==> config.mk <==
export PLATFORM = sky130hd
export DESIGN_NAME = l2_cache_control
export DESIGN_NICKNAME = d
export VERILOG_FILES = /design/src/rtl/l2_cache_pkg.sv /design/src/rtl/l2_perf_counters.sv /design/src/rtl/l2_cache_control.sv
export SDC_FILE = /design/constraint.sdc
export NUM_CORES = 1
export LEC_CHECK = 0
export ABC_AREA = 1
export CAP_MARGIN = 20
export CORE_ASPECT_RATIO = 1.25
export CORE_MARGIN = 1
export CORE_UTILIZATION = 29
export DETAILED_ROUTE_END_ITERATION = 16
export PLACE_DENSITY_LB_ADDON = 0.25
export SYNTH_ARGS = -nofsm -noshare
export SYNTH_HDL_FRONTEND = slang
export SYNTH_SLANG_ARGS = --single-unit
==> constraint.sdc <==
create_clock -name clk -period 1.85 [get_ports clk]
set_input_delay 0.2775 -clock clk [delete_from_list [all_inputs] [get_ports clk]]
set_output_delay 0.2775 -clock clk [all_outputs]
set_load 0.02 [all_outputs]
==> src/rtl/l2_cache_pkg.sv <==
// Shared types and datapath operation codes for the L2 cache controller.
package l2_cache_pkg;

  typedef enum logic [1:0] {
    StIdle,
    StCompare,
    StWriteback,
    StFetch
  } l2_ctrl_state_t;

  localparam logic [2:0] WCS_IDLE   = 3'b000;
  localparam logic [2:0] WCS_CPU_WR = 3'b100;
  localparam logic [2:0] WCS_WB     = 3'b001;
  localparam logic [2:0] WCS_FETCH  = 3'b011;
  localparam logic [2:0] WCS_FILL   = 3'b111;

  function automatic logic [1:0] way_onehot(input logic way);
    return way ? 2'b10 : 2'b01;
  endfunction

endpackage

==> src/rtl/l2_perf_counters.sv <==
// Three saturating event counters for L2 hit, miss and writeback activity.
module l2_perf_counters #(
  parameter int unsigned CNT_WIDTH = 32
) (
  input  logic                 clk,
  input  logic                 rst,
  input  logic                 hit_inc,
  input  logic                 miss_inc,
  input  logic                 wb_inc,
  output logic [CNT_WIDTH-1:0] hit_count,
  output logic [CNT_WIDTH-1:0] miss_count,
  output logic [CNT_WIDTH-1:0] wb_count
);

  logic [CNT_WIDTH-1:0] hit_q, miss_q, wb_q;

  always_ff @(posedge clk or negedge rst) begin
    if (!rst) begin
      hit_q  <= '0;
      miss_q <= '0;
      wb_q   <= '0;
    end else begin
      // Each counter sticks at all-ones rather than wrapping.
      if (hit_inc && (hit_q != '1))   hit_q  <= hit_q + CNT_WIDTH'(1);
      if (miss_inc && (miss_q != '1)) miss_q <= miss_q + CNT_WIDTH'(1);
      if (wb_inc && (wb_q != '1))     wb_q   <= wb_q + CNT_WIDTH'(1);
    end
  end

  assign hit_count  = hit_q;
  assign miss_count = miss_q;
  assign wb_count   = wb_q;

endmodule

==> src/rtl/l2_cache_control.sv <==
// Sequencer for the 2-way L2 datapath: hit resolution, dirty writeback and line fill.
// Define L2_PERF_CNT_EN to build the hit/miss/writeback performance counters.
module l2_cache_control
  import l2_cache_pkg::*;
#(
  parameter int unsigned CNT_WIDTH = 32
) (
  input  logic                 clk,
  input  logic                 rst,
  input  logic                 mem_read,
  input  logic                 mem_write,
  output logic                 mem_resp,
  output logic                 cacheline_read,
  input  logic                 cacheline_resp,
  input  logic                 HIT,
  input  logic                 way_hit,
  input  logic                 lru_data,
  input  logic [1:0]           valid_out,
  input  logic [1:0]           dirty_out,
  output logic [1:0]           LD_DIRTY,
  output logic                 dirty_in_value,
  output logic                 LD_LRU,
  output logic                 lru_in_value,
  output logic [1:0]           LD_VALID,
  output logic                 valid_in,
  output logic [1:0]           LD_TAG,
  output logic [2:0]           W_CACHE_STATUS,
  output logic [CNT_WIDTH-1:0] hit_count,
  output logic [CNT_WIDTH-1:0] miss_count,
  output logic [CNT_WIDTH-1:0] wb_count
);

  l2_ctrl_state_t state_q, state_d;
  logic           victim_dirty;

  assign victim_dirty = valid_out[lru_data] & dirty_out[lru_data];

  always_ff @(posedge clk or negedge rst) begin
    if (!rst) state_q <= StIdle;
    else      state_q <= state_d;
  end

  always_comb begin
    state_d        = state_q;
    mem_resp       = 1'b0;
    cacheline_read = 1'b0;
    LD_DIRTY       = 2'b00;
    dirty_in_value = 1'b0;
    LD_LRU         = 1'b0;
    lru_in_value   = 1'b0;
    LD_VALID       = 2'b00;
    valid_in       = 1'b0;
    LD_TAG         = 2'b00;
    W_CACHE_STATUS = WCS_IDLE;
    unique case (state_q)
      StIdle: begin
        if (mem_read || mem_write) state_d = StCompare;
      end
      StCompare: begin
        if (HIT) begin
          mem_resp     = 1'b1;
          LD_LRU       = 1'b1;
          lru_in_value = ~way_hit;
          // A write wins when both requests are raised.
          if (mem_write) begin
            W_CACHE_STATUS = WCS_CPU_WR;
            LD_DIRTY       = way_onehot(way_hit);
            dirty_in_value = 1'b1;
          end
          state_d = StIdle;
        end else begin
          state_d = victim_dirty ? StWriteback : StFetch;
        end
      end
      StWriteback: begin
        W_CACHE_STATUS = WCS_WB;
        if (cacheline_resp) state_d = StFetch;
      end
      StFetch: begin
        cacheline_read = 1'b1;
        W_CACHE_STATUS = WCS_FETCH;
        // Fill the victim way in the response cycle, then re-compare to finish the access.
        if (cacheline_resp) begin
          W_CACHE_STATUS = WCS_FILL;
          LD_TAG         = way_onehot(lru_data);
          LD_VALID       = way_onehot(lru_data);
          valid_in       = 1'b1;
          LD_DIRTY       = way_onehot(lru_data);
          dirty_in_value = 1'b0;
          state_d        = StCompare;
        end
      end
      default: state_d = StIdle;
    endcase
  end

`ifdef L2_PERF_CNT_EN
  // Marks the COMPARE that follows a fill so its hit is not counted.
  logic post_fill_q;

  always_ff @(posedge clk or negedge rst) begin
    if (!rst) begin
      post_fill_q <= 1'b0;
    end else if (state_q == StFetch && cacheline_resp) begin
      post_fill_q <= 1'b1;
    end else if (state_q == StCompare) begin
      post_fill_q <= 1'b0;
    end
  end

  l2_perf_counters #(
    .CNT_WIDTH(CNT_WIDTH)
  ) u_perf (
    .clk       (clk),
    .rst       (rst),
    .hit_inc   ((state_q == StCompare) && HIT && !post_fill_q),
    .miss_inc  ((state_q == StCompare) && !HIT),
    .wb_inc    ((state_q == StWriteback) && cacheline_resp),
    .hit_count (hit_count),
    .miss_count(miss_count),
    .wb_count  (wb_count)
  );
`else
  assign hit_count  = '0;
  assign miss_count = '0;
  assign wb_count   = '0;
`endif

endmodule

==> results of run 1 <==
-- per-stage QoR --
step / hold WS, ns / TNS (ns) / std cells / total power, µW / area [µm²]
final: 0.228 / 0 / 218 / 874 / 1020
after global routing: 0.237 / 0 / 218 / 959 / 1020
after CTS: 0.225 / -0.0274 / 218 / 897 / 1050
after detailed placement: 0.450 / -1.93 / 215 / 758 / 1010
after global placement: 0.451 / -1.88 / 215 / 759 / 1010
after floorplan: -0.0181 / 0 / 243 / 683 / 1390
-- synthesized netlist by cell type --
| cell type | number | area share, % |
|---|---|---|
| inv_1 | 8 | 2.9 |
| nand3_1 | 2 | 0.97 |
| o21ai_1 | 1 | 0.48 |
| o21ai_0 | 3 | 1.5 |
| inv_2 | 1 | 0.36 |
| conb_1 | 1 | 0.36 |
| ha_1 | 5 | 6.0 |
| a21oi_1 | 2 | 0.97 |
| o21bai_2 | 1 | 1.1 |
| nand2_1 | 10 | 3.6 |
| nor2_1 | 12 | 4.4 |
| dfrtp_1 | 2 | 4.8 |
| buf_4 | 100 | 73 |
-- placed cells by master (no fill, tap or decap), drive strengths merged --
master | Yosys | routed
clkbuf | 0 | 9
clkdlybuf4s15 | 0 | 3
ha | 5 | 5
nor2 | 12 | 12
dlygate4sd2 | 0 | 6
o21bai | 1 | 1
clkdlybuf4s50 | 0 | 11
conb | 1 | 96
a21oi | 2 | 2
nand2 | 10 | 10
o21ai | 4 | 4
dfrtp | 2 | 2
buf | 100 | 9
inv | 9 | 9
nand3 | 2 | 2
-- kinds of logic after synthesis --
| group | share of synthesized area (%) |
|---|---|
| other | 0.362 |
| buffers and inverters | 75.8 |
| AO/OA/AOI/OAI | 3.99 |
| adder cells (fa/ha/maj) | 6.05 |
| AND/OR/NAND/NOR | 8.95 |
| flip-flops | 4.84 |
-- final cells by class --
type                       instances  area (µm²)  share of cell area, %
clock buffer                       3        41.3                   4.03
multi-input combinational        132         559                   54.6
timing repair buffer              35         294                   28.7
tap                               37        46.3                   4.52
inverter                           9        33.8                   3.30
sequential                         2        50.0                   4.88
-- worst paths after layout --
path | from | end | slack (ns)
max reg2reg | state_q[1] | state_q[0] | 0.46
max | state_q[1] | lru_in_value | 0.08
max in group asynchronous | rst | state_q[1] | 1.51
min in group clk | state_q[1] | state_q[1] | 0.57
min reg2reg | state_q[1] | state_q[1] | 0.57
min | rst | state_q[0] | 0.23
-- repair_timing --
item / in CTS / in global routing
setup endpoints to repair: 15 / 6
cloned: 0 / 0
buffers inserted: 0 / 0
gates resized for setup: 25 / 11
-- layer usage --
layer,vias to the layer above,track usage (%)
li1,315,-
met1,273,5.89
met2,71,11.3
met3,2,1.68
met4,0,4.69
met5,-,0
-- where the power goes --
group	switching (µW)	total [µW]	internal [µW]
Clock	34.9	173	138
Combinational	418	618	200
Sequential	21.0	83.9	62.9
Total	474	874	400
-- worst reg2reg max path: cells and delay by family, from the launching register on --
kind | cells | cell delay (ns)
AOI/OAI and AO/OA | 1 | 0.17
and+or+nand+nor | 3 | 0.22
buffers and inverters | 2 | 0.29
adders and majority gates | 1 | 0.19
DFF | 1 | 0.40
==> impl_metrics.env, run 1 <==
export IMPL_worstHoldPathType="in2async"
export IMPL_crit_family="buffers and inverters"
export IMPL_path_cells="inv_1 -> ha_1 -> nand2_1 -> nor2_1 -> buf_4 -> dlygate4sd2_1"
export IMPL_place_congestion=0.670
export IMPL_clock_sinks=2
export IMPL_dr_wl_met3_um=191
export IMPL_required_ns=1.57
export IMPL_track_usage_pct=6.10
export IMPL_arrival_ns=1.49
export IMPL_drv_slew=0
export IMPL_initial_core_util_pct=31.3
export IMPL_antenna_found_initial=0
export IMPL_postRouteWirelength_mm=1.38
export IMPL_yosysWarnings=0
export IMPL_grt_setup_unrepaired="false"
export IMPL_area_delta_synth_final_pct=-0.968
export IMPL_crit_type="reg2out"
export IMPL_grt_max_degree=7
export IMPL_place_ws_ns=-0.249
export IMPL_cts_hold_buffers=0
export IMPL_utilization_pct=31.0
export IMPL_dr_wl_met2_um=750
export IMPL_core_area_um2=3310
export IMPL_maxCapViolations=0
export IMPL_drc=0
export IMPL_nFillCells=383
export IMPL_dp_hpwl_mm=1.27
export IMPL_worst_skew_pair_late_latency_ns=0.21
export IMPL_cts_buffer_depth=2
export IMPL_netlist_instances=148
export IMPL_cts_buffers=3
export IMPL_core_rowCount=23
export IMPL_syn_avg_cell_area_um2=6.99
export IMPL_cpPeakStageDelay_ns=0.40
export IMPL_dieArea_um2=3810
export IMPL_peakVddDrop_mv=0.310
export IMPL_vias=661
export IMPL_largestRegisters="state_q x2"
export IMPL_met1Wirelength_um=424
export IMPL_p_per_area_nw_per_um2=853
export IMPL_cp_num_cells=6
export IMPL_topRoutingLayerUsed="met4"
export IMPL_boundaryPins=123
export IMPL_hold_viol=0
export IMPL_largest_reg_flops=2
export IMPL_ys_seq_elements=2
export IMPL_p_leak_uw=0.000683
export IMPL_setup_ws_ns=0.0847
export IMPL_reg2reg_depth=7
export IMPL_antenna_cells=0
export IMPL_wl_per_cell_um=6.33
export IMPL_cts_root_buffer="clkbuf_8"
export IMPL_die_h_um=68.8
export IMPL_cts_tree="yes"
export IMPL_drt_iter0_drc=6
export IMPL_outcome="complete, no violations"
export IMPL_h_tree_depth=1
export IMPL_drive_gt1_share_pct=13.3
export IMPL_synthDistinctLibCells=13
export IMPL_dr_pass1_iters=4
export IMPL_grt_pass1_wl_mm=1.75
export IMPL_io_buffers=26
export IMPL_die_w_um=55.4
export IMPL_seq_area_frac_synth_pct=4.84
export IMPL_fin_nets=200
export IMPL_path_clk_slew_ns=0.03
export IMPL_crit_fanout=4
export IMPL_top_register="state_q"
export IMPL_vias_per_cell=3.03
export IMPL_clock_skew_ns=0.000813
export IMPL_synth_cell_area_um2=1030
export IMPL_critPathSlowestCell="dfrtp_1"
export IMPL_crit_path_start_kind="flop"
export IMPL_setup_violations=0
export IMPL_fmax_ghz=0.566
export IMPL_antenna_left=0
export IMPL_grt_pass1_vias=419
export IMPL_grt_ovfl_total=0
export IMPL_period_minus_slack_ns=1.77
export IMPL_crit_path_end_kind="output pin"
export IMPL_fin_crit_sh_pct=95.4
export IMPL_crit_buf_inv=3
No activity file was read; power rests on OpenSTA's default activity.
==> run 2, diff against run 1 <==
--- a/config.mk
+++ b/config.mk
@@ -11,7 +11,7 @@
 export CORE_MARGIN = 1
 export CORE_UTILIZATION = 29
 export DETAILED_ROUTE_END_ITERATION = 16
-export PLACE_DENSITY_LB_ADDON = 0.25
+export PLACE_DENSITY = 0.87
 export SYNTH_ARGS = -nofsm -noshare
 export SYNTH_HDL_FRONTEND = slang
 export SYNTH_SLANG_ARGS = --single-unit
==> run 2 against run 1 <==
Compared with the run above: die area unchanged; routed wire length grew 7.9%; first-iteration DRC count rose to 4.2 times the previous value; global-route usage grew 1.0 points; flip-flop and latch count did not move; worst setup slack worse by 0.021 ns; worst hold slack barely moved; combinational power increased by 0.8%; critical path depth shrank 1; sequential share of layout area up 0.11 points; via count increased by 2.0%; core utilization shrank 0.68 points.
==> impl_metrics.env, run 2 (synthesis gave the netlist of run 1 again) <==
export IMPL_outcome="complete, no violations"
export IMPL_maxCapViolations=0
export IMPL_core_rowCount=23
export IMPL_h_tree_depth=1
export IMPL_vias_per_cell=3.12
export IMPL_power_uw=882
export IMPL_wl_per_cell_um=6.89
export IMPL_place_ws_ns=-0.194
export IMPL_p_per_area_nw_per_um2=880
export IMPL_dp_hpwl_mm=1.37
export IMPL_dp_cells=213
export IMPL_period_minus_slack_ns=1.79
export IMPL_layout_commonest_cell="conb_1"
export IMPL_grt_ovfl_total=0
export IMPL_largest_reg_flops=2
export IMPL_cts_buffer_depth=2
export IMPL_post_dp_cell_area_um2=1000
export IMPL_r2r_start="state_q[1]"
export IMPL_largestRegisters="state_q x2"
export IMPL_reg2reg_slack_ns=0.47
export IMPL_nFillCells=362
export IMPL_r2r_end="state_q[0]"
export IMPL_peakVddDrop_mv=0.391
export IMPL_crit_type="reg2out"
export IMPL_fin_crit_sh_pct=96.6
export IMPL_worst_skew_pair_late_latency_ns=0.22
export IMPL_required_ns=1.57
export IMPL_cts_hold_buffers=0
export IMPL_cts_tree="yes"
export IMPL_grt_max_degree=7
export IMPL_die_h_um=68.8
export IMPL_core_area_um2=3310
export IMPL_boundaryPins=123
export IMPL_cts_resized=16
export IMPL_grt_pass1_wl_mm=1.93
export IMPL_worstHoldPathType="in2async"
export IMPL_drive_gt1_share_pct=10.1
export IMPL_cts_setup_buffers=0
export IMPL_arrival_ns=1.51
export IMPL_top_register="state_q"
export IMPL_antenna_left=0
export IMPL_fin_nets=198
export IMPL_area_delta_synth_final_pct=-3.14
export IMPL_path_clk_slew_ns=0.03
export IMPL_clock_skew_ns=0.00495
export IMPL_grt_setup_unrepaired="true"
export IMPL_postRouteWirelength_mm=1.49
export IMPL_design_area_um2=1000
export IMPL_utilization_pct=30.3
export IMPL_cts_buffers=3
export IMPL_crit_path_start_kind="flop"
export IMPL_clock_sinks=2
export IMPL_place_congestion=0.757
export IMPL_dieArea_um2=3810
export IMPL_dr_pass1_iters=3
export IMPL_setup_violations=0
export IMPL_crit_fanout=6
export IMPL_antenna_found_initial=0
export IMPL_cts_root_buffer="clkbuf_8"
export IMPL_drc=0
export IMPL_vias=674
export IMPL_final_cell_mix="conb_1 (96), nor2_1 (12), clkdlybuf4s50_1 (11), nand2_1 (10), inv_1 (8)"
export IMPL_crit_path_end_kind="output pin"
export IMPL_grt_pass1_vias=449
export IMPL_die_w_um=55.4
export IMPL_final_cells=216
export IMPL_reg2reg_depth=7
export IMPL_drt_iter0_drc=25
export IMPL_track_usage_pct=7.15
export IMPL_p_leak_uw=0.000679
export IMPL_initial_core_util_pct=31.3
export IMPL_io_buffers=26
export IMPL_drv_slew=0
export IMPL_fmax_ghz=0.560
export IMPL_hold_viol=0
export IMPL_antenna_cells=0
export IMPL_setup_ws_ns=0.0638
==> run 2: metrics by stage <==
stage          hold WS [ns]  TNS, ns
2_1_floorplan       -0.0181        0
3_3_place_gp          0.446    -1.04
3_5_place_dp          0.459    -1.29
4_1_cts               0.229        0
5_1_grt               0.236   -0.139
6_report              0.228        0
==> run 2: critical path, cell delays in order (launching register included) <==
cell	delay, ns
dfrtp_1	0.36
buf_4	0.12
ha_1	0.16
nand2_1	0.14
nor2_1	0.17
dlygate4sd2_1	0.35
==> run 2: layer usage <==
layer  GRT usage (%)  part of all wire, %
met1            4.89                   24
met2            13.6                   53
met3            5.97                   22
met4            3.75                  1.3
met5               0                    0
==> run 2: layout make-up <==
class / count / area, µm² / area share, %
tap: 37 / 46.3 / 4.62
multi-input combinational: 132 / 557 / 55.6
inverter: 9 / 33.8 / 3.37
clock buffer: 3 / 41.3 / 4.12
sequential: 2 / 50.0 / 4.99
timing repair buffer: 33 / 274 / 27.3
==> run 2: where the power goes <==
group | total, µW | internal, µW | leakage (µW) | switching [µW]
clock | 177 | 138 | 0.0000216 | 38.6
combinational | 623 | 192 | 0.000633 | 431
sequential | 81.9 | 62.9 | 0.0000244 | 19.0
==> run 2: worst max path at each step <==
stage / from / end / depth (start not counted)
2_1_floorplan: state_q[0] / LD_VALID[0] / 4
3_3_place_gp: HIT / LD_DIRTY[0] / 6
3_5_place_dp: HIT / LD_DIRTY[1] / 8
4_1_cts: state_q[1] / LD_DIRTY[0] / 7
5_1_grt: state_q[1] / LD_TAG[0] / 5
6_report: state_q[1] / LD_VALID[0] / 5
==> run 3, diff against run 2 <==
--- a/config.mk
+++ b/config.mk
@@ -9,9 +9,10 @@
 export CAP_MARGIN = 20
 export CORE_ASPECT_RATIO = 1.25
 export CORE_MARGIN = 1
-export CORE_UTILIZATION = 29
+export CORE_UTILIZATION = 27
 export DETAILED_ROUTE_END_ITERATION = 16
-export PLACE_DENSITY = 0.87
+export GPL_ROUTABILITY_DRIVEN = 0
+export PLACE_DENSITY = 0.82
 export SYNTH_ARGS = -nofsm -noshare
 export SYNTH_HDL_FRONTEND = slang
 export SYNTH_SLANG_ARGS = --single-unit
==> constraint.sdc (replaced) <==
create_clock -name clk -period 1.7 [get_ports clk]
set_input_delay 0.255 -clock clk [delete_from_list [all_inputs] [get_ports clk]]
set_output_delay 0.255 -clock clk [all_outputs]
set_load 0.02 [all_outputs]
==> run 3 against run 2 <==
Compared with the run above: the flow now finishes with violations (design-rule violations); final area grew 5.4%; worst hold slack lost 0.021 ns; global-route usage shrank 0.28 points; via count is 3.3% lower; worst setup slack worse by 0.0053 ns; clock power up 5%; critical path depth is 2 higher; non-clock buffer count stayed put; total power is 15% higher; final cell count is 0.93% higher; sequential power grew 23%; combinational power rose by 16%; critical endpoint is now dirty_in_value; largest cell class unchanged.
==> impl_metrics.env, run 3 (synthesis gave the netlist of run 1 again) <==
export IMPL_outcome="complete, but fails checks"
export IMPL_violations="design-rule violations"
export IMPL_core_rowCount=24
export IMPL_die_h_um=71.2
export IMPL_cts_root_buffer="clkbuf_8"
export IMPL_power_uw=1010
export IMPL_dp_cells=215
export IMPL_place_ws_ns=-0.302
export IMPL_worst_skew_pair_late_latency_ns=0.21
export IMPL_utilization_pct=29.6
export IMPL_initial_core_util_pct=29.0
export IMPL_die_w_um=57.4
export IMPL_peakVddDrop_mv=0.659
export IMPL_p_per_area_nw_per_um2=958
export IMPL_drv_slew=0
export IMPL_vias_per_cell=2.99
export IMPL_crit_path_end_kind="output pin"
export IMPL_area_delta_synth_final_pct=2.06
export IMPL_clockPowerShare_pct=18.4
export IMPL_layout_commonest_cell="conb_1"
export IMPL_core_area_um2=3570
export IMPL_largest_reg_flops=2
export IMPL_final_cells=218
export IMPL_power_switching_uw=552
export IMPL_period_minus_slack_ns=1.64
export IMPL_path_clk_slew_ns=0.03
export IMPL_grt_pass1_vias=487
export IMPL_grt_max_degree=7
export IMPL_largestRegisters="state_q x2"
export IMPL_fmax_ghz=0.609
export IMPL_p_leak_uw=0.000678
export IMPL_dieArea_um2=4090
export IMPL_dr_pass1_iters=10
export IMPL_antenna_left=0
export IMPL_h_tree_depth=1
export IMPL_power_frac_comb_pct=71.6
export IMPL_fin_nets=198
export IMPL_post_dp_cell_area_um2=1000
export IMPL_maxCapViolations=0
export IMPL_crit_path_start_kind="flop"
export IMPL_crit_fanout=4
export IMPL_grt_ovfl_total=0
export IMPL_cts_tree="yes"
export IMPL_worstHoldPathType="in2async"
export IMPL_grt_setup_unrepaired="true"
export IMPL_cts_setup_buffers=0
export IMPL_cts_buffer_depth=2
export IMPL_grt_pass1_wl_mm=2.09
export IMPL_internal_power_uw=460
export IMPL_setup_ws_ns=0.0584
export IMPL_antenna_found_initial=0
export IMPL_top_register="state_q"
export IMPL_drt_iter0_drc=33
export IMPL_track_usage_pct=6.87
export IMPL_clock_skew_ns=0.00148
export IMPL_dp_hpwl_mm=1.40
export IMPL_required_ns=1.44
export IMPL_final_cell_mix="conb_1 (96), clkdlybuf4s50_1 (11), nor2_1 (9), buf_4 (9), nand2_1 (8)"
export IMPL_vias=652
export IMPL_arrival_ns=1.39
export IMPL_switching_share_pct=54.5
export IMPL_pwr_share_seq_pct=10.0
export IMPL_io_buffers=26
export IMPL_design_area_um2=1060
export IMPL_boundaryPins=123
export IMPL_crit_type="reg2out"
export IMPL_cts_buffers=3
export IMPL_setup_violations=0
export IMPL_drive_gt1_share_pct=17.9
export IMPL_postRouteWirelength_mm=1.56
export IMPL_wl_per_cell_um=7.17
export IMPL_hold_viol=0
export IMPL_antenna_cells=0
export IMPL_fin_crit_sh_pct=96.6
export IMPL_drc=12
export IMPL_clock_sinks=2
## run 3: cell types whose count changed in the layout (fill, tap and decap cells not counted), sizes merged
| cell | change |
|---|---|
| clkdlybuf4s15 | +3 |
| buf | +4 |
| clkbuf | -3 |
| dlygate4sd2 | -4 |
## run 3: worst paths after layout
check	start	to	slack [ns]	cells after the start
min in group clk	state_q[1]	state_q[1]	0.58	2
max in group asynchronous	rst	state_q[0]	1.36	1
worst max register to register	state_q[0]	state_q[0]	0.34	8
worst min register to register	state_q[1]	state_q[1]	0.58	2
worst max-delay path	state_q[1]	dirty_in_value	0.06	7
worst min-delay path	rst	state_q[1]	0.21	1
## run 3: repair_timing
item | 4_1_cts | 5_1_grt
endpoints found under the setup margin | 15 | 13
gates resized for setup | 37 | 24
cloned | 0 | 0
hold buffers | 0 | 0
## run 3: metrics by stage
step	hold WS [ns]	TNS, ns
6_report	0.207	0
5_1_grt	0.209	-0.103
4_1_cts	0.203	-0.206
3_5_place_dp	0.428	-2.80
3_3_place_gp	0.424	-2.80
2_1_floorplan	-0.0406	-0.0207
## run 3: power by group through the flow
stage | clock [µW] | combinational [µW] | sequential (µW)
2_1_floorplan | 0 | 659 | 84.7
3_3_place_gp | 0 | 723 | 88.9
3_5_place_dp | 0 | 727 | 92.9
4_1_cts | 195 | 690 | 92.4
5_1_grt | 202 | 806 | 107
6_report | 186 | 725 | 101
## run 3: metal layers
| metal | share of wire (%) | vias to the layer above | global-route usage, % |
|---|---|---|---|
| met5 | 0 | - | 0 |
| met4 | 0 | 0 | 4.07 |
| met3 | 17 | 0 | 2.17 |
| met2 | 53 | 78 | 12.4 |
| met1 | 30 | 261 | 6.73 |
| li1 | - | 313 | - |
## run 3: area by class of cell
type	count	area (µm²)
Multi-Input combinational cell	132	597
Tap cell	39	48.8
Timing Repair Buffer	33	284
Inverter	9	33.8
Fill cell	405	2520
Sequential cell	2	51.3
Clock buffer	3	41.3
## run 3: worst max-delay path, cell delays in order (launching register included)
cell and delay [ns]:
dfrtp_1 0.41, inv_2 0.09, ha_4 0.14, nand2_4 0.06
inv_2 0.06, nand2_1 0.06, inv_1 0.06, clkdlybuf4s15_1 0.29
